### config.mk
export PLATFORM = sky130hd
export DESIGN_NAME = ps2_key_decoder_flat
export DESIGN_NICKNAME = d
export VERILOG_FILES = /design/src/rtl/ps2_key_decoder_if.sv /design/src/rtl/ps2_key_decoder.sv /design/src/flat_wrapper.sv
export SDC_FILE = /design/constraint.sdc
export NUM_CORES = 1
export LEC_CHECK = 0
export BUFFER_PORTS_ARGS = -buffer_cell sky130_fd_sc_hd__buf_4
export CAP_MARGIN = 40
export CORE_MARGIN = 4
export CORE_UTILIZATION = 55
export DETAILED_ROUTE_END_ITERATION = 7
export PLACE_DENSITY = 0.82
export SLEW_MARGIN = 10
export SYNTH_ARGS = -nofsm -noshare
export SYNTH_HDL_FRONTEND = slang
export SYNTH_SLANG_ARGS = --single-unit
export TNS_END_PERCENT = 100
### constraint.sdc
create_clock -name CLOCK_50 -period 2.6 [get_ports CLOCK_50]
set_input_delay 0.78 -clock CLOCK_50 [delete_from_list [all_inputs] [get_ports CLOCK_50]]
set_output_delay 0.78 -clock CLOCK_50 [all_outputs]
set_load 0.05 [all_outputs]
### src/rtl/ps2_key_decoder_if.sv
// Key-code bundle produced by ps2_key_decoder and consumed by directions.
// Codes 0..15 are single-cycle events; anything else means no event.
interface ps2_key_decoder_if;
    logic [4:0] KEY_PRESSED;
    logic       key_valid;
    logic       rx_error;

    modport master (
        output KEY_PRESSED,
        output key_valid,
        output rx_error
    );

    modport slave (
        input KEY_PRESSED,
        input key_valid,
        input rx_error
    );
endinterface

### src/rtl/ps2_key_decoder.sv
// PS/2 keyboard receiver that maps four players' movement make codes
// onto 5-bit key-code pulses in the CLOCK_50 domain.
module ps2_key_decoder #(
    parameter int         FILTER    = 8,
    parameter int         TIMEOUT   = 10000,
    parameter logic [4:0] IDLE_CODE = 5'd31
) (
    input  logic CLOCK_50,
    input  logic resetn,
    input  logic PS2_CLK,
    input  logic PS2_DAT,
    ps2_key_decoder_if.master key
);

    localparam int FW = $clog2(FILTER + 1);
    localparam int TW = $clog2(TIMEOUT + 1);

    typedef enum logic [1:0] {
        BASE,
        EXT,
        BRK,
        EXT_BRK
    } state_t;

    logic          clk_s1, clk_s2;
    logic          dat_s1, dat_s2;
    logic [FW-1:0] fcnt;
    logic          clk_f, clk_f_d;
    logic          fall_q;

    logic [3:0]    bit_cnt;
    logic [7:0]    shreg;
    logic          par;
    logic [TW-1:0] tcnt;
    logic          byte_stb;
    logic          err_stb;

    state_t        state, state_d;
    logic [4:0]    code_d;
    logic          hit_d;
    logic [5:0]    lut;
    logic [4:0]    key_q;
    logic          valid_q;
    logic          err_q;

    function automatic logic [5:0] plain_lut(input logic [7:0] b);
        case (b)
            8'h1D:   return {1'b1, 5'd0};
            8'h1B:   return {1'b1, 5'd1};
            8'h1C:   return {1'b1, 5'd2};
            8'h23:   return {1'b1, 5'd3};
            8'h43:   return {1'b1, 5'd8};
            8'h42:   return {1'b1, 5'd9};
            8'h3B:   return {1'b1, 5'd10};
            8'h4B:   return {1'b1, 5'd11};
            8'h75:   return {1'b1, 5'd12};
            8'h73:   return {1'b1, 5'd13};
            8'h6B:   return {1'b1, 5'd14};
            8'h74:   return {1'b1, 5'd15};
            default: return {1'b0, 5'd0};
        endcase
    endfunction

    function automatic logic [5:0] ext_lut(input logic [7:0] b);
        case (b)
            8'h75:   return {1'b1, 5'd4};
            8'h72:   return {1'b1, 5'd5};
            8'h6B:   return {1'b1, 5'd6};
            8'h74:   return {1'b1, 5'd7};
            default: return {1'b0, 5'd0};
        endcase
    endfunction

    always_ff @(posedge CLOCK_50 or negedge resetn) begin
        if (!resetn) begin
            clk_s1 <= 1'b1;
            clk_s2 <= 1'b1;
            dat_s1 <= 1'b1;
            dat_s2 <= 1'b1;
        end else begin
            clk_s1 <= PS2_CLK;
            clk_s2 <= clk_s1;
            dat_s1 <= PS2_DAT;
            dat_s2 <= dat_s1;
        end
    end

    // Filtered clock only follows after FILTER equal samples in a row
    always_ff @(posedge CLOCK_50 or negedge resetn) begin
        if (!resetn) begin
            fcnt    <= '0;
            clk_f   <= 1'b1;
            clk_f_d <= 1'b1;
            fall_q  <= 1'b0;
        end else begin
            if (clk_s2 == clk_f) begin
                fcnt <= '0;
            end else if (fcnt == FW'(FILTER - 1)) begin
                clk_f <= clk_s2;
                fcnt  <= '0;
            end else begin
                fcnt <= fcnt + 1'b1;
            end
            clk_f_d <= clk_f;
            fall_q  <= clk_f_d & ~clk_f;
        end
    end

    always_ff @(posedge CLOCK_50 or negedge resetn) begin
        if (!resetn) begin
            bit_cnt  <= 4'd0;
            shreg    <= 8'd0;
            par      <= 1'b0;
            tcnt     <= '0;
            byte_stb <= 1'b0;
            err_stb  <= 1'b0;
        end else begin
            byte_stb <= 1'b0;
            err_stb  <= 1'b0;
            if (fall_q) begin
                tcnt <= '0;
                if (bit_cnt == 4'd0) begin
                    if (!dat_s2) bit_cnt <= 4'd1;
                end else if (bit_cnt <= 4'd8) begin
                    shreg   <= {dat_s2, shreg[7:1]};
                    bit_cnt <= bit_cnt + 4'd1;
                end else if (bit_cnt == 4'd9) begin
                    par     <= dat_s2;
                    bit_cnt <= 4'd10;
                end else begin
                    bit_cnt <= 4'd0;
                    // odd parity: data plus parity carry an odd number of ones
                    if (dat_s2 && (^shreg ^ par)) byte_stb <= 1'b1;
                    else                          err_stb  <= 1'b1;
                end
            end else if (bit_cnt != 4'd0) begin
                if (tcnt == TW'(TIMEOUT - 1)) begin
                    tcnt    <= '0;
                    bit_cnt <= 4'd0;
                    err_stb <= 1'b1;
                end else begin
                    tcnt <= tcnt + 1'b1;
                end
            end else begin
                tcnt <= '0;
            end
        end
    end

    always_ff @(posedge CLOCK_50 or negedge resetn) begin
        if (!resetn) begin
            state   <= BASE;
            key_q   <= IDLE_CODE;
            valid_q <= 1'b0;
            err_q   <= 1'b0;
        end else begin
            state   <= state_d;
            key_q   <= code_d;
            valid_q <= hit_d;
            err_q   <= err_stb;
        end
    end

    always_comb begin
        state_d = state;
        code_d  = IDLE_CODE;
        hit_d   = 1'b0;
        lut     = 6'd0;
        if (err_stb) begin
            state_d = BASE;
        end else if (byte_stb) begin
            unique case (state)
                BASE: begin
                    if (shreg == 8'hE0) begin
                        state_d = EXT;
                    end else if (shreg == 8'hF0) begin
                        state_d = BRK;
                    end else begin
                        lut = plain_lut(shreg);
                    end
                end
                EXT: begin
                    if (shreg == 8'hF0) begin
                        state_d = EXT_BRK;
                    end else if (shreg != 8'hE0) begin
                        lut     = ext_lut(shreg);
                        state_d = BASE;
                    end
                end
                default: state_d = BASE;
            endcase
            if (lut[5]) begin
                hit_d  = 1'b1;
                code_d = lut[4:0];
            end
        end
    end

    assign key.KEY_PRESSED = key_q;
    assign key.key_valid   = valid_q;
    assign key.rx_error    = err_q;

endmodule

### src/flat_wrapper.sv
// flat-port wrapper written by rule: the top's interface ports become plain ports
module ps2_key_decoder_flat 
#(
    parameter int         FILTER    = 8,
    parameter int         TIMEOUT   = 10000,
    parameter logic [4:0] IDLE_CODE = 5'd31
)
  (CLOCK_50, resetn, PS2_CLK, PS2_DAT, key_KEY_PRESSED, key_key_valid, key_rx_error);
  ps2_key_decoder_if key_i ();
  input  logic CLOCK_50;
  input  logic resetn;
  input  logic PS2_CLK;
  input  logic PS2_DAT;
  output wire logic [$bits(key_i.KEY_PRESSED)-1:0] key_KEY_PRESSED;
  output wire logic [$bits(key_i.key_valid)-1:0] key_key_valid;
  output wire logic [$bits(key_i.rx_error)-1:0] key_rx_error;
  assign key_KEY_PRESSED = key_i.KEY_PRESSED;
  assign key_key_valid = key_i.key_valid;
  assign key_rx_error = key_i.rx_error;
  ps2_key_decoder #(.FILTER(FILTER), .TIMEOUT(TIMEOUT), .IDLE_CODE(IDLE_CODE)) u_core (.CLOCK_50(CLOCK_50), .resetn(resetn), .PS2_CLK(PS2_CLK), .PS2_DAT(PS2_DAT), .key(key_i));
endmodule
==> results of run 1 <==
-- critical path, cell delays in order, from the launching register on --
cell and delay (ps):
dfrtp_1 390, inv_1 100, ha_1 320, a22oi_1 270, o22ai_1 130, or4_1 580
and2_1 180
-- metrics by stage --
stage          area [um^2]    util  cells
2_1_floorplan         2630       -    252
3_3_place_gp          2714  0.6025    306
3_5_place_dp          2714  0.6025    306
4_1_cts               2826  0.6275    314
5_1_grt               2826  0.6275    314
6_report              2826  0.6275    314
-- synthesized netlist by cell type (2+ instances only) --
cell	instances
ha_1	20
nand4_1	8
mux2_2	3
xnor2_1	13
nand2_1	20
dfstp_2	11
nand2b_1	2
o21ai_0	7
o2111a_1	2
nand3_1	11
o22ai_1	4
inv_1	16
a21oi_1	6
nor2_1	25
mux2i_1	7
nor3_1	8
or4_1	2
buf_2	2
nor4_1	3
clkbuf_1	4
nor2_2	3
nor2b_1	2
o311ai_0	2
dfrtp_1	38
a21boi_0	2
o211ai_1	3
a22oi_1	5
xor2_1	3
-- cell type report --
class / count / area (um^2)
Clock inverter: 3 / 43.79
Tap cell: 52 / 65.06
Fill cell: 349 / 1678
Inverter: 16 / 60.06
Multi-Input combinational cell: 179 / 1274
Sequential cell: 49 / 1240
Clock buffer: 5 / 68.82
Timing Repair Buffer: 10 / 75.07
-- flip-flops by register name (all words and copies together) (netlist names) --
register / count
u_core.dat_s2: 1
u_core.byte_stb: 1
u_core.clk_s1: 1
u_core.clk_s2: 1
u_core.tcnt: 14
u_core.dat_s1: 1
u_core.shreg: 8
u_core.key.rx_error: 1
u_core.state: 2
u_core.key.KEY_PRESSED: 5
u_core.fall_q: 1
u_core.par: 1
u_core.fcnt: 4
u_core.key.key_valid: 1
u_core.err_stb: 1
u_core.clk_f_d: 1
u_core.bit_cnt: 4
u_core.clk_f: 1
-- cell families after synthesis --
group | Yosys count | share of synthesized area
AOI/OAI and AO/OA | 39 | 0.1042
xor gates and xnor gates | 17 | 0.06185
adders and majority gates | 20 | 0.09515
buffers and inverters | 24 | 0.04424
DFF | 49 | 0.4715
muxes | 10 | 0.03949
and+or+nand+nor | 93 | 0.1836
-- metal layers --
metal / wire length, um / up-vias / global-route usage
met5: 0 / - / 0
met3: 162 / 5 / 0.03981
li1: - / 901 / -
met2: 1965 / 36 / 0.2401
met4: 65 / 0 / 0.06940
met1: 2116 / 844 / 0.2227
-- power by group through the flow --
stage | logic (uW) | registers (uW) | clock network (uW)
floorplan | 443 | 919 | 0
global placement | 420 | 944 | 0
detailed placement | 427 | 951 | 0
CTS | 430 | 938 | 564
global route | 493 | 953 | 598
finish | 424 | 937 | 549
-- final timing paths --
check                                            startpoint                             end  slack (ps)
worst max-delay path            u_core.shreg[2]$_DFFE_PN0P_  u_core.key.key_valid$_DFF_PN0_         520
max in group asynchronous                            resetn        u_core.tcnt[1]$_DFF_PN0_        1730
worst min-delay path                u_core.clk_s1$_DFF_PN1_         u_core.clk_s2$_DFF_PN1_         360
worst max register to register  u_core.shreg[2]$_DFFE_PN0P_  u_core.key.key_valid$_DFF_PN0_         520
min in group asynchronous                            resetn       u_core.tcnt[13]$_DFF_PN0_         460
worst min register to register      u_core.clk_s1$_DFF_PN1_         u_core.clk_s2$_DFF_PN1_         360
==> metrics.md, run 1 <==
| Metric | Value |
|---|---|
| Clk_lat worst skew | 310 ps |
| CP arrival | 2280 ps |
| Relative slew slack | 0.6126 |
| Sum Neg Setup Slack | 0 ps |
| Maximum clock insertion buffer count | 2 |
| CTS tree | done |
| CTS resizes | 0 |
| Die Y-Extent | 77.15 um |
| Commonest non-fill, non-tap cell in the layout | dfrtp_1 |
| Fmax | 0.4805 GHz |
| Syn_nets | 276 |
| Pwr Total | 1910 uW |
| Port Buffers | 10 |
| Hold buffers post-CTS | 0 |
| RSZ-0062 raised after global routing | no |
| Async SR Flop Fraction | 1.000 |
| Hold path depth | 0 |
| GRT Total Usage | 0.1612 |
| Worst path required time | 2800 ps |
| Power Internal | 1319 uW |
| Fin crit share | 0.8005 |
| Number of top-level pins | 11 |
| Post-DRT Antenna Nets | 0 |
| Layout area overhead | 7.469% |
| Post-synthesis sequential area ratio | 0.4715 |
| Worst-margin pin slew | 581.1 ps |
| Die width | 77.15 um |
| Synth top area share | 0.3616 |
| First drt pass iteration count | 4 |
| DR WL/cell | 13.72 um |
| WL final | 4.309 mm |
| Setup crit start kind | flip-flop |
| Final hold vios | 0 |
| Pin count of the biggest net entering global routing | 50 |
| Worst setup EP type | flip-flop |
| VDD IR-drop max | 0.3678 mV |
| Synth cell types | 48 |
| GRT overflow | 0 |
| First-pass GRT wire length | 7.748 mm |
| Vias in the first global route | 1682 |
| Sw frac | 0.3093 |
| Slew Viols, Final | 0 |
| P per Cell Area | 675.8 mW/mm^2 |
| Syn_area_per_cell | 10.44 um^2 |
| Synthesized area | 0.002630 mm^2 |
| Rows | 24 |
| Number of flops mapped to enable cells by yosys | 0 |
| CTS sink count | 49 |
| Initial antenna violation count | 0 |
| H-Tree Depth | 2 |
| Net Switching | 590.9 uW |
| Post-DP HPWL | 3.067 mm |
| Gate Count Post-Synth | 252 |
| Leakage power | 0.001185 uW |
| Core box area | 0.004504 mm^2 |
| Ant diodes | 0 |
| Status | completed |
| Fin Hold WS | 360.3 ps |
| Clock network fraction of design power | 0.287 |
| Via count | 1786 |
| Clock skew | 12.10 ps |
| NumNets Final | 285 |
| Post-placement worst setup slack | 508.9 ps |
| # Max-Cap Violations | 0 |
| Total CTS buffers | 5 |
| Via-to-Cell Ratio | 5.688 |
| Drc violations | 0 |
| Final setup margin | 518.8 ps |
| Hold Crit Class | flip-flop to flip-flop |
| Tmin final | 2081 ps |
| Most frequent cells in the layout | dfrtp_1, nor2_1, nand2_1, ha_1, inv_1 |
| Cells on worst reg2reg path | 6 |
| CP Max Fanout | 9 |
| Area contributors post-synth | dfrtp_1, dfstp_2, ha_1, xnor2_1, nor2_1 |
| Share of post-route cells with drive strength above 1 | 0.1527 |
| Drt initial violations | 174 |
| Starting density of the core | 0.5839 |
| Setup Buffers After CTS | 0 |
| Die Area | 0.005952 mm^2 |
| Worst-path clk slew | 90 ps |
| Global placement routability congestion | 0.8762 |
| Final setup viols | 0 |
| Synth warn | 0 |
| Most used flip-flop cell after synthesis | dfrtp_1 |
| Flop pwr share | 0.491 |
| Area leader, netlist | dfrtp_1 |
| Root Buffer | clkbuf_8 |
| Kind of critical path | flip-flop to flip-flop |
| Seq cells post-synth | 49 |
| Logic gate share of total power | 0.222 |
(Power assumes the default switching activity.)
==> inputs of run 2 (changes only) <==
PLACE_DENSITY = 0.85   (was 0.82)
clock period = 1.9 ns   (was 2.6 ns; I/O delays follow)
==> metrics.md, run 2 (synthesized netlist as in run 1, its figures left out) <==
| Metric | Value |
|---|---|
| Status | complete, but fails checks |
| Violated checks | negative setup slack |
| Commonest non-fill, non-tap cell in the layout | dfrtp_1 |
| Clock skew | 7.249 ps (-4.854 ps) |
| Flop pwr share | 0.433 (-0.058) |
| Post-DP HPWL | 3.540 mm (+15%) |
| Max FFs per register | 14 (unchanged) |
| CP Max Fanout | 6 (-3) |
| Leakage power | 0.001338 uW (+13%) |
| Hold Crit Class | primary input to asynchronous set/reset pin |
| DR WL met3 | 147 um (-9.3%) |
| Logic gate share of total power | 0.277 (+0.055) |
| Post-DRT Antenna Nets | 0 (unchanged) |
| Ant diodes | 0 (unchanged) |
| GRT Total Usage | 0.1693 (+0.008066) |
| Total CTS buffers | 5 (unchanged) |
| Initial antenna violation count | 0 (unchanged) |
| Drt initial violations | 129 (-26%) |
| Final setup viols | 1 (+1) |
| NumNets Final | 313 (+9.8%) |
| Sw frac | 0.2917 (-0.01765) |
| First-pass GRT wire length | 8.266 mm (+6.7%) |
| Via count | 1967 (+10%) |
| Worst path required time | 2100 ps (-700 ps) |
| R2R setup slack | -30 ps (-540 ps) |
| VDD IR-drop max | 0.6925 mV (+88%) |
| WL final | 5.064 mm (+18%) |
| Tmin final | 1925 ps (-156.1 ps) |
| CTS tree | done |
| Fmax | 0.5195 GHz (+8.1%) |
| Layout area overhead | 19.98% |
| GRT overflow | 0 (unchanged) |
| Setup crit start kind | flip-flop |
| Die width | 77.15 um (unchanged) |
| Number of top-level pins | 11 (unchanged) |
| Vias in the first global route | 1905 (+13%) |
| Filler cell count | 317 (-9.2%) |
| Clk_lat worst skew | 300 ps (about the same) |
| Worst r2r dst | u_core.key.key_valid$_DFF_PN0_ |
| Final setup margin | -25.10 ps (-543.9 ps) |
| Net Switching | 859.1 uW (+45%) |
| Rows | 24 (unchanged) |
| Final hold vios | 0 (unchanged) |
| Power Internal | 2086 uW (+58%) |
| Worst setup EP type | flip-flop |
| Core box area | 0.004504 mm^2 (unchanged) |
| Clock network fraction of design power | 0.290 (+0.003) |
| Port Buffers | 10 (unchanged) |
| RSZ-0062 raised after global routing | yes |
| Relative slew slack | 0.6117 (-0.0008900) |
| Crit Reg-Reg Startpoint | u_core.shreg[4]$_DFFE_PN0P_ |
| Met2 wire length | 2.602 mm (+32%) |
| Slowest stage delay, CP | 580 ps (about the same) |
| Top Layer Used | met4 |
| Fin area | 0.003156 mm^2 (+12%) |
| Drc violations | 0 (unchanged) |
| Kind of critical path | flip-flop to flip-flop |
| CTS sink count | 49 (unchanged) |
| Worst-path clk slew | 80 ps (about the same) |
| Cells on worst reg2reg path | 6 (unchanged) |
| # Max-Cap Violations | 0 (unchanged) |
| Die Area | 0.005952 mm^2 (unchanged) |
| H-Tree Depth | 2 (unchanged) |
| DR WL/cell | 14.81 um (+7.9%) |
| Die Y-Extent | 77.15 um (unchanged) |
| Cell with the biggest individual delay on the critical path | or4_4 |
| Pwr Total | 2945 uW (+54%) |
| Critical path cell sequence | inv_1 -> ha_2 -> a22oi_2 -> o211ai_1 -> or4_4 -> and2_4 |
| DP Area | 0.002851 mm^2 (+5.1%) |
| Fin crit share | 1.013 (+0.2128) |
| Met1 Routed Length | 2.254 mm (+6.5%) |
| First drt pass iteration count | 5 (+1) |
| Most frequent cells in the layout | dfrtp_1, buf_4, nor2_1 |
| Starting density of the core | 0.5839 (unchanged) |
| Root Buffer | clkbuf_8 |
| Slew Viols, Final | 0 (unchanged) |
| Pin count of the biggest net entering global routing | 50 (unchanged) |
| CP arrival | 2120 ps (-160 ps) |
| Global placement routability congestion | 0.8214 (-6.3%) |
| Worst-margin pin slew | 582.5 ps (+1.335 ps) |
| Hold buffers post-CTS | 0 (unchanged) |
| Share of post-route cells with drive strength above 1 | 0.3103 (+0.1577) |
| Maximum clock insertion buffer count | 2 (unchanged) |
| Via-to-Cell Ratio | 5.751 (+1.1%) |
| Biggest register | u_core.tcnt |
| P per Cell Area | 933.3 mW/mm^2 (+38%) |
[run 2: layer usage]
layer / GRT usage / vias to the layer above
met5: 0 / -
met4: 0.05338 / 0
li1: - / 958
met1: 0.2053 / 965
met3: 0.03981 / 8
met2: 0.2962 / 36
[run 2: worst max path at each step]
| stage | startpoint | to | slack (ps) | cells past startpoint |
|---|---|---|---|---|
| 6_report | u_core.shreg[4]$_DFFE_PN0P_ | u_core.key.key_valid$_DFF_PN0_ | -30 | 6 |
| 5_1_grt | u_core.shreg[4]$_DFFE_PN0P_ | u_core.key.key_valid$_DFF_PN0_ | -110 | 6 |
| 4_1_cts | u_core.shreg[0]$_DFFE_PN0P_ | u_core.key.KEY_PRESSED[2]$_DFF_PN1_ | 6 | 6 |
| 3_5_place_dp | u_core.shreg[0]$_DFFE_PN0P_ | u_core.key.key_valid$_DFF_PN0_ | -40 | 6 |
| 3_3_place_gp | u_core.shreg[4]$_DFFE_PN0P_ | u_core.key.key_valid$_DFF_PN0_ | 50 | 6 |
| 2_1_floorplan | u_core.shreg[0]$_DFFE_PN0P_ | u_core.key.key_valid$_DFF_PN0_ | -20 | 8 |
[run 2: what timing repair did]
item                                   CTS  global route
resized for setup                        1            24
setup endpoints to repair                2            13
endpoints found under the hold margin    0             0
setup buffers                            0            13
pin swaps                                0             8
[run 2: final cells by class]
type | instances | area, um^2 | area share
sequential | 49 | 1240 | 0.3929
clock buffer | 5 | 68.82 | 0.02181
inverter | 16 | 60.06 | 0.01903
multi-input combinational | 179 | 1355 | 0.4294
tap | 52 | 65.06 | 0.02062
clock inverter | 3 | 65.06 | 0.02062
timing repair buffer | 38 | 301.5 | 0.09556
[run 2: per-stage QoR]
step / worst slack [ps] / setup TNS, ps / cells / hold slack, ps / util
4_1_cts: 5.852 / 0 / 329 / 288.4 / 0.6636
6_report: -25.10 / -25.10 / 342 / 271.8 / 0.7006
3_3_place_gp: 45.95 / 0 / 321 / 346.7 / 0.6331
3_5_place_dp: -35.16 / -63.81 / 321 / 347.6 / 0.6331
5_1_grt: -114.0 / -317.8 / 342 / 309.4 / 0.7006
2_1_floorplan: -18.64 / -18.64 / 252 / 274.4 / -
[run 2: worst max-delay path: cells and delay by family (launching register included)]
family,cells,cell delay (ps)
DFF,1,400
AOI/OAI and AO/OA,2,320
buffers and inverters,1,120
and+or+nand+nor,2,740
adders and majority gates,1,250
[run 2: power groups by stage]
stage,registers [uW],logic (uW),clock network [uW]
2_1_floorplan,1260,613,0
3_3_place_gp,1280,716,0
3_5_place_dp,1290,742,0
4_1_cts,1270,748,869
5_1_grt,1290,900,915
6_report,1280,815,854
==> inputs of run 3 (changes only) <==
--- a/config.mk
+++ b/config.mk
@@ -11,5 +11,5 @@
 export CORE_UTILIZATION = 55
 export DETAILED_ROUTE_END_ITERATION = 7
-export PLACE_DENSITY = 0.85
+export PLACE_DENSITY_LB_ADDON = 0.15
 export SLEW_MARGIN = 10
 export SYNTH_ARGS = -nofsm -noshare
==> constraint.sdc (replaced) <==
create_clock -name CLOCK_50 -period 1.9 [get_ports CLOCK_50]
set_input_delay 0.095 -clock CLOCK_50 [delete_from_list [all_inputs] [get_ports CLOCK_50]]
set_output_delay 0.095 -clock CLOCK_50 [all_outputs]
set_load 0.05 [all_outputs]
==> metrics.md, run 3 (synthesized netlist as in run 1, its figures left out) <==
| Metric | Value |
|---|---|
| Clock skew | 3.455 ps (-3.794 ps) |
| Biggest register | u_core.tcnt |
| Leakage power | 0.001298 uW (-2.9%) |
| Setup crit start kind | flip-flop |
| WL final | 4.571 mm (-9.7%) |
| Cells on worst reg2reg path | 6 (unchanged) |
| VDD IR-drop max | 0.7708 mV (+11%) |
| Slew Viols, Final | 0 (unchanged) |
| Global placement routability congestion | 0.8971 (+9.2%) |
| First drt pass iteration count | 4 (-1) |
| Kind of critical path | flip-flop to flip-flop |
| Drc violations | 0 (unchanged) |
| Total CTS buffers | 5 (unchanged) |
| Final setup viols | 0 (-1) |
| Initial antenna violation count | 0 (unchanged) |
| Maximum clock insertion buffer count | 2 (unchanged) |
| Share of post-route cells with drive strength above 1 | 0.2552 (-0.05510) |
| Die width | 77.15 um (unchanged) |
| Die Area | 0.005952 mm^2 (unchanged) |
| DP Area | 0.002854 mm^2 (about the same) |
| Fmax | 0.5326 GHz (+2.5%) |
| Commonest non-fill, non-tap cell in the layout | dfrtp_1 |
| Vias in the first global route | 1814 (-4.8%) |
| Post-DRT Antenna Nets | 0 (unchanged) |
| Fin area | 0.003069 mm^2 (-2.7%) |
| Die Y-Extent | 77.15 um (unchanged) |
| CTS sink count | 49 (unchanged) |
| Starting density of the core | 0.5839 (unchanged) |
| Root Buffer | clkbuf_8 |
| DR WL/cell | 13.52 um (-8.7%) |
| RSZ-0062 raised after global routing | yes |
| Layout area overhead | 16.70% |
| First-pass GRT wire length | 8.169 mm (-1.2%) |
| Drt initial violations | 72 (-44%) |
| Sum Neg Setup Slack | 0 ps (+25.10 ps) |
| CP Max Fanout | 5 (-1) |
| Clk_lat worst skew | 290 ps (about the same) |
| Worst path required time | 2100 ps (about the same) |
| GRT overflow | 0 (unchanged) |
| Fin crit share | 0.9882 (-0.02499) |
| Port Buffers | 10 (unchanged) |
| Final hold vios | 0 (unchanged) |
| Post-layout util | 0.6814 (-0.01917) |
| Post-DP HPWL | 3.247 mm (-8.3%) |
| Worst-margin pin slew | 591.2 ps (+8.700 ps) |
| Pin count of the biggest net entering global routing | 50 (unchanged) |
| NumNets Final | 309 (-1.3%) |
| P per Cell Area | 900.8 mW/mm^2 (-3.5%) |
| Core box area | 0.004504 mm^2 (unchanged) |
| Worst setup EP type | flip-flop |
| Number of top-level pins | 11 (unchanged) |
| Max FFs per register | 14 (unchanged) |
| Rows | 24 (unchanged) |
| Ant diodes | 0 (unchanged) |
| # Max-Cap Violations | 0 (unchanged) |
| Via count | 1877 (-4.6%) |
| CTS tree | done |
| Relative slew slack | 0.6059 (-0.005801) |
| H-Tree Depth | 2 (unchanged) |
| Via-to-Cell Ratio | 5.553 (-3.4%) |
| Most frequent cells in the layout | dfrtp_1, buf_4, nor2_1 |
| GRT Total Usage | 0.1676 (-0.001710) |
| Status | completed |
| Tmin final | 1878 ps (-47.48 ps) |
| R2R setup slack | 20 ps (+50 ps) |
| Worst-path clk slew | 90 ps (about the same) |
| CP arrival | 2080 ps (-40 ps) |
| Fin Hold WS | 337.9 ps (+66.14 ps) |
| Hold Crit Class | primary input to asynchronous set/reset pin |
-- run 3: changes by cell type in the layout (fill, tap and decap cells not counted), sizes merged --
cell         previous run  this run
dlygate4sd3             0         3
buf                    38        31
bufinv                  2         1
clkbuf                  5         6
-- run 3: final timing paths --
kind	start	endpoint
setup / recovery	u_core.bit_cnt[1]$_DFFE_PN0P_	u_core.bit_cnt[0]$_DFFE_PN0P_
hold / removal	resetn	u_core.key.key_valid$_DFF_PN0_
setup reg to reg	u_core.bit_cnt[1]$_DFFE_PN0P_	u_core.bit_cnt[0]$_DFFE_PN0P_
hold reg to reg	u_core.dat_s1$_DFF_PN1_	u_core.dat_s2$_DFF_PN1_
max in group asynchronous	resetn	u_core.fcnt[1]$_DFF_PN0_
min in group CLOCK_50	u_core.dat_s1$_DFF_PN1_	u_core.dat_s2$_DFF_PN1_
-- run 3: worst max-delay path, cell delays in order (launching register included) --
cell	delay [ps]
dfrtp_1	380
inv_1	120
ha_2	220
or3b_2	470
buf_4	170
a21o_2	230
o21ai_0	190
-- run 3: metal layers --
metal  vias up  share of wire  global-route usage
met1       882           0.47              0.2250
met5         -              0                   0
met4         0         0.0042             0.04093
met2        40           0.49              0.2746
met3         2          0.033             0.03864
li1        953              -                   -
-- run 3: area by class of cell --
| type | count | area (um^2) |
|---|---|---|
| multi-input cells | 179 | 1321 |
| inverters | 16 | 60.06 |
| flip-flops and latches | 49 | 1240 |
| clock inverters | 2 | 35.03 |
| well taps | 52 | 65.06 |
| fillers | 337 | 1435 |
| clock buffers | 6 | 72.57 |
| repair buffers | 34 | 275.3 |
-- run 3: where the power goes --
group / leakage, uW / internal [uW] / switching [uW] / total [uW]
registers: 0.000638 / 1170 / 98.5 / 1270
clock network: 0.0000552 / 391 / 326 / 717
logic: 0.000605 / 375 / 408 / 782
total: 0.00130 / 1930 / 832 / 2760
-- run 3: metrics by stage --
stage	std cells	setup slack [ps]	power, uW
3_3_place_gp	323	30.37	1989
2_1_floorplan	252	-18.64	1871
6_report	338	22.38	2765
4_1_cts	334	28.92	2730
5_1_grt	338	-56.41	2975
3_5_place_dp	323	-19.22	2004
-- run 3: what timing repair did --
item / 4_1_cts / 5_1_grt
buffers inserted: 0 / 4
hold buffers: 3 / 0
gates resized for setup: 1 / 12
setup endpoints to repair: 2 / 12
pin swaps: 0 / 4
hold endpoints to repair: 40 / 0
